===== src/rtl/motor_ctrl.sv =====
// -----------------------------------------------------------------------------
// motor_ctrl
//
// Purpose: NCH independent up/down motor controllers. Each channel is driven
// between an upper and a lower limit switch. Motion starts on a rising edge of
// the channel's activate input. An activate edge during motion stops the motor,
// and the next edge moves it the other way. A per-channel travel timeout trips
// a fault, and so does a limit-switch conflict (both limits active at once). A
// fault is cleared explicitly with clr_fault. All outputs are registered.
//
// Parameters:
//   NCH      number of motor channels (>= 1)
//   TO_W     width of the per-channel travel counter
//   TIMEOUT  max cycles a motor output may stay high (2 .. 2**TO_W-1)
//
// Ports:
//   clk        in   1    rising-edge clock
//   rst_n      in   1    asynchronous active-low reset
//   activate   in   NCH  per-channel request (level, acted on rising edge)
//   up_limit   in   NCH  per-channel upper limit switch, active-high
//   dn_limit   in   NCH  per-channel lower limit switch, active-high
//   clr_fault  in   NCH  per-channel fault clear (level)
//   motor_up   out  NCH  drive motor upward
//   motor_dn   out  NCH  drive motor downward
//   fault      out  NCH  channel is in FAULT state
// -----------------------------------------------------------------------------
module motor_ctrl #(
    parameter int NCH     = 2,
    parameter int TO_W    = 16,
    parameter int TIMEOUT = 1000
) (
    input  logic           clk,
    input  logic           rst_n,
    input  logic [NCH-1:0] activate,
    input  logic [NCH-1:0] up_limit,
    input  logic [NCH-1:0] dn_limit,
    input  logic [NCH-1:0] clr_fault,
    output logic [NCH-1:0] motor_up,
    output logic [NCH-1:0] motor_dn,
    output logic [NCH-1:0] fault
);

    typedef enum logic [2:0] {
        DECIDE  = 3'd0,
        WAIT_DN = 3'd1,
        MOVE_DN = 3'd2,
        WAIT_UP = 3'd3,
        MOVE_UP = 3'd4,
        FAULT   = 3'd5
    } state_t;

    // Counter value on the last permitted motor-on cycle.
    localparam logic [TO_W-1:0] CNT_LAST = TO_W'(TIMEOUT - 1);

    generate
        for (genvar gi = 0; gi < NCH; gi++) begin : ch_g
            state_t            state_q;
            logic [TO_W-1:0]   cnt_q;
            logic              act_q;
            logic              pend_q;
            logic              up_q;
            logic              dn_q;
            logic              flt_q;
            logic              rise;
            logic              conflict;
            logic              go;

            assign rise     = activate[gi] & ~act_q;
            assign conflict = up_limit[gi] & dn_limit[gi];
            // A rise seen while in DECIDE (e.g. activate held through reset
            // release) is carried into the following WAIT state. Without this,
            // it would be lost because DECIDE never starts motion itself.
            assign go       = rise | pend_q;

            always_ff @(posedge clk or negedge rst_n) begin
                if (!rst_n) begin
                    state_q <= DECIDE;
                    cnt_q   <= '0;
                    act_q   <= 1'b0;
                    pend_q  <= 1'b0;
                    up_q    <= 1'b0;
                    dn_q    <= 1'b0;
                    flt_q   <= 1'b0;
                end else begin
                    act_q  <= activate[gi];
                    pend_q <= 1'b0;
                    if (conflict && (state_q != FAULT)) begin
                        // A limit conflict beats every other condition.
                        state_q <= FAULT;
                        up_q    <= 1'b0;
                        dn_q    <= 1'b0;
                        flt_q   <= 1'b1;
                    end else begin
                        case (state_q)
                            DECIDE: begin
                                up_q    <= 1'b0;
                                dn_q    <= 1'b0;
                                pend_q  <= rise;
                                state_q <= up_limit[gi] ? WAIT_DN : WAIT_UP;
                            end
                            WAIT_DN: begin
                                if (go) begin
                                    state_q <= MOVE_DN;
                                    dn_q    <= 1'b1;
                                    cnt_q   <= '0;
                                end
                            end
                            WAIT_UP: begin
                                if (go) begin
                                    state_q <= MOVE_UP;
                                    up_q    <= 1'b1;
                                    cnt_q   <= '0;
                                end
                            end
                            MOVE_UP: begin
                                if (up_limit[gi]) begin
                                    up_q    <= 1'b0;
                                    state_q <= WAIT_DN;
                                end else if (cnt_q == CNT_LAST) begin
                                    up_q    <= 1'b0;
                                    flt_q   <= 1'b1;
                                    state_q <= FAULT;
                                end else if (rise) begin
                                    // Stop here; the next activation reverses.
                                    up_q    <= 1'b0;
                                    state_q <= WAIT_DN;
                                end else begin
                                    cnt_q <= cnt_q + TO_W'(1);
                                end
                            end
                            MOVE_DN: begin
                                if (dn_limit[gi]) begin
                                    dn_q    <= 1'b0;
                                    state_q <= WAIT_UP;
                                end else if (cnt_q == CNT_LAST) begin
                                    dn_q    <= 1'b0;
                                    flt_q   <= 1'b1;
                                    state_q <= FAULT;
                                end else if (rise) begin
                                    dn_q    <= 1'b0;
                                    state_q <= WAIT_UP;
                                end else begin
                                    cnt_q <= cnt_q + TO_W'(1);
                                end
                            end
                            FAULT: begin
                                up_q <= 1'b0;
                                dn_q <= 1'b0;
                                // Leaves even if the limits still conflict;
                                // DECIDE then re-faults on the next cycle.
                                if (clr_fault[gi]) begin
                                    flt_q   <= 1'b0;
                                    state_q <= DECIDE;
                                end
                            end
                            default: begin
                                up_q    <= 1'b0;
                                dn_q    <= 1'b0;
                                flt_q   <= 1'b0;
                                state_q <= DECIDE;
                            end
                        endcase
                    end
                end
            end

            assign motor_up[gi] = up_q;
            assign motor_dn[gi] = dn_q;
            assign fault[gi]    = flt_q;
        end
    endgenerate

endmodule


===== config.mk =====
export PLATFORM = sky130hd
export DESIGN_NAME = motor_ctrl
export DESIGN_NICKNAME = d
export VERILOG_FILES = /design/src/rtl/motor_ctrl.sv
export SDC_FILE = /design/constraint.sdc
export NUM_CORES = 1
export LEC_CHECK = 0
export CORE_MARGIN = 5
export CORE_UTILIZATION = 35
export DETAILED_ROUTE_END_ITERATION = 12
export HOLD_SLACK_MARGIN = 0.05
export PLACE_DENSITY = 0.59
export SKIP_LAST_GASP = 1
export SLEW_MARGIN = 20
export SYNTH_ARGS = -nofsm -noshare
export SYNTH_HDL_FRONTEND = slang
export SYNTH_SLANG_ARGS = --single-unit
export TNS_END_PERCENT = 30

===== constraint.sdc =====
create_clock -name clk -period 2.35 [get_ports clk]
set_input_delay 0.235 -clock clk [delete_from_list [all_inputs] [get_ports clk]]
set_output_delay 0.235 -clock clk [all_outputs]
set_load 0.05 [all_outputs]

==> results.cfg <==
[final_layout]
post-route-util = 0.414
area_growth_pct = 14.1
layout.cells.non_filler = 451
fillCellCount = 804
n_antenna_cell = 0
drive_gt1_frac = 0.147
nNetsFinal = 357

[yosys]
synth_compound_area_frac = 0.240
syn_area_per_cell_um2 = 9.22
async_flop_share = 1.00
synth-main-ff-cell = dfrtp_1
syn_nets = 339
synth_cells = 327
synth_warnings = 0
synth_top_family_by_area = compound AO/OA/AOI/OAI gates
synth-xor-area-share = 0.0349
ys_ff_latch = 48
yosysUniqueCellTypes = 59
synth_edf_count = 0
syn_area_um2 = 3020
synthAdderAreaFrac = 0.00830
ys_seq_area_frac = 0.398
synth_mux_area_frac = 0.0183
yosys.area_share.simple = 0.239

[grt]
grt_max_degree = 49
grt_use_met1 = 0.181
antenna_found_initial = 0
track_usage = 0.132
grt_pass1_vias = 2436
grt_pass1_wl_um = 11400
global_route.peak_usage_layer = met2
use_met3 = 0.0250
grt.met2_usage = 0.213
gr-total-overflow = 0

[hold_path]
hp-class = in2async

[pwr]
irDropWorstVdd_uv = 511
p_leak_nw = 1.36
power_density_nw_per_um2 = 895

[worst_setup_path]
slowest_stage = or4b_4
slowest_delay_ns = 0.55
r2r_start = ch_g[1].cnt_q[3]
critPathRequiredTime_ns = 2.55
critical_path.cell_chain = or4b_4 -> o41a_1 -> and3b_1 -> a21oi_2 -> mux2_2
criticalPathCategory = reg2reg
path_max_fanout = 5
worstPathArrival_ns = 2.41
startpoint = ch_g[1].cnt_q[3]
startpoint_type = register
critPathCaptureType = register

[timing]
finalSetupTns_ns = 0
fin_crit_sh = 0.940
worst_slack_ns = 0.141
slew_headroom = 0.583
setup_viol = 0
rsz0062_at_grt = no
max_freq_mhz = 453
final.setup_skew_ns = 0.0103
hold_viol = 0
slew_viol_final = 0
worst_hold_slack_ns = 0.0250
finalCriticalPeriod_ns = 2.21
worstMarginPinSlew_ns = 0.625

[clocking]
htree_levels = 2
clock_sinks = 48
cts-resized-gates = 0
tritoncts = built
cts_max_path_buffers = 2
clk_pin_slew_ns = 0.10
postCtsSetupBuffers = 0
clock_latency_ns = 0.30
cts_buffers = 5
cts_root_buf = clkbuf_8
cts_hold_buf = 0

[placed_design]
dp.cells = 443
place_ws_ns = 0.0690
io_buffers = 15
routabilityCongestion = 0.856
place_hpwl_um = 4510

[floorplan]
fp.dieArea_um2 = 10600
row_count = 33
core_um2 = 8300
die_w_um = 103
ios = 16
die_h_um = 103
start_util = 0.363

[routing]
detail_route.wl_per_cell_um = 14.1
drt_pass1_iterations = 4
routed_wirelength_um = 6380
drc_errors = 0
vias = 2482
avgViaCountPerCell = 5.50
drt_iter0_markers = 60
postRouteAntennaNets = 0

[job]
drv_cap = 0

[status]
status = complete, no violations
## worst max-delay path: cells and delay by family (launching register included)
family | cells | cell delay (ns)
AO/OA/AOI/OAI | 2 | 0.55
flip-flops | 1 | 0.42
multiplexers | 1 | 0.34
AND/OR/NAND/NOR | 2 | 0.80
## final timing paths
check,to,slack [ns],depth (start not counted)
max,ch_g[1].state_q[1],0.14,5
min,ch_g[0].flt_q,0.02,2
max reg2reg,ch_g[1].state_q[1],0.14,5
min reg2reg,ch_g[0].cnt_q[0],0.50,1
max in group asynchronous,ch_g[1].cnt_q[10],1.86,2
min in group clk,ch_g[0].act_q,0.39,1
## through the flow
stage	instance area (um^2)	power (mW)
4_1_cts	3440	3.11
3_3_place_gp	3330	2.48
5_1_grt	3440	3.29
3_5_place_dp	3330	2.49
6_report	3440	3.08
2_1_floorplan	3020	2.15
## layer usage
metal | vias up | wire length, um
met1 | 1197 | 3180
li1 | 1240 | -
met4 | 0 | 65
met2 | 38 | 2910
met5 | - | 0
met3 | 7 | 218
## cells by family (layout without fill, tap and decap cells)
logic type / after synthesis / after routing
AOI/OAI and AO/OA: 97 / 97
xor gates and xnor gates: 12 / 12
adders and majority gates: 2 / 2
buffers and inverters: 36 / 55
DFF: 48 / 48
muxes: 5 / 5
and+or+nand+nor: 127 / 127
## layout by cell type (no fill, tap or decap), drive strengths merged, types with 2 or more instances in the layout
cell type / n
o21ai: 23
nor4b: 2
and2: 3
o211ai: 2
xnor2: 12
nand3b: 2
clkdlybuf4s50: 14
a21oi: 26
nor4: 4
or4: 5
a32oi: 2
o22ai: 4
a21o: 4
nor2b: 10
a221oi: 2
nand2: 20
inv: 12
and3: 6
nor3b: 3
a22oi: 2
a22o: 3
dfrtp: 48
ha: 2
or3: 9
a211oi: 5
nor2: 27
a2111oi: 9
a32o: 2
nand2b: 6
nand4: 6
nand3: 14
buf: 21
clkbuf: 6
o31ai: 5
mux2: 4
nor3: 2
and4: 3
## where the power goes
| group | leakage [nW] | switching, mW | total (mW) | internal [mW] |
|---|---|---|---|---|
| Clock | 0.0552 | 0.284 | 0.601 | 0.316 |
| Sequential | 0.641 | 0.184 | 1.14 | 0.960 |
| Combinational | 0.662 | 0.749 | 1.33 | 0.584 |
## layout make-up
class                      count  area (um^2)  share of cell area
clock inverter                 2         35.0              0.0102
timing repair buffer          35          320              0.0931
sequential                    48         1200               0.350
multi-input combinational    243         1630               0.475
clock buffer                   6         72.6              0.0211
inverter                      12         45.0              0.0131
tap                          105          131              0.0382
## state kept, by name, indices dropped and copies added (netlist names)
signal        count
ch_g.flt_q        2
ch_g.pend_q       2
ch_g.act_q        2
ch_g.state_q      6
ch_g.up_q         2
ch_g.dn_q         2
ch_g.cnt_q       32
## cell usage after synthesis (all sizes together) (2+ instances only)
cell	instances	share of area
nor3	2	0.0033
and3	6	0.012
buf	16	0.037
nand4	6	0.012
a221oi	2	0.0079
nor2	27	0.034
a21o	4	0.010
a32oi	2	0.0058
a21oi	26	0.046
nand3b	2	0.0050
nand2b	6	0.012
nor4b	2	0.010
nand2	20	0.025
nor3b	3	0.0075
o22ai	4	0.0083
o31ai	5	0.012
and4	3	0.0087
nor4	4	0.0083
a2111oi	9	0.049
or4	5	0.012
xnor2	12	0.035
nor2b	10	0.023
or3	9	0.019
nand3	14	0.023
ha	2	0.0083
dfrtp	48	0.40
clkbuf	8	0.010
a211oi	5	0.012
a32o	2	0.0066
inv	12	0.015
mux2	4	0.015
a22oi	2	0.0050
o211ai	2	0.0050
and2	3	0.0062
a22o	3	0.0087
o21ai	23	0.038
(Power assumes the default switching activity.)
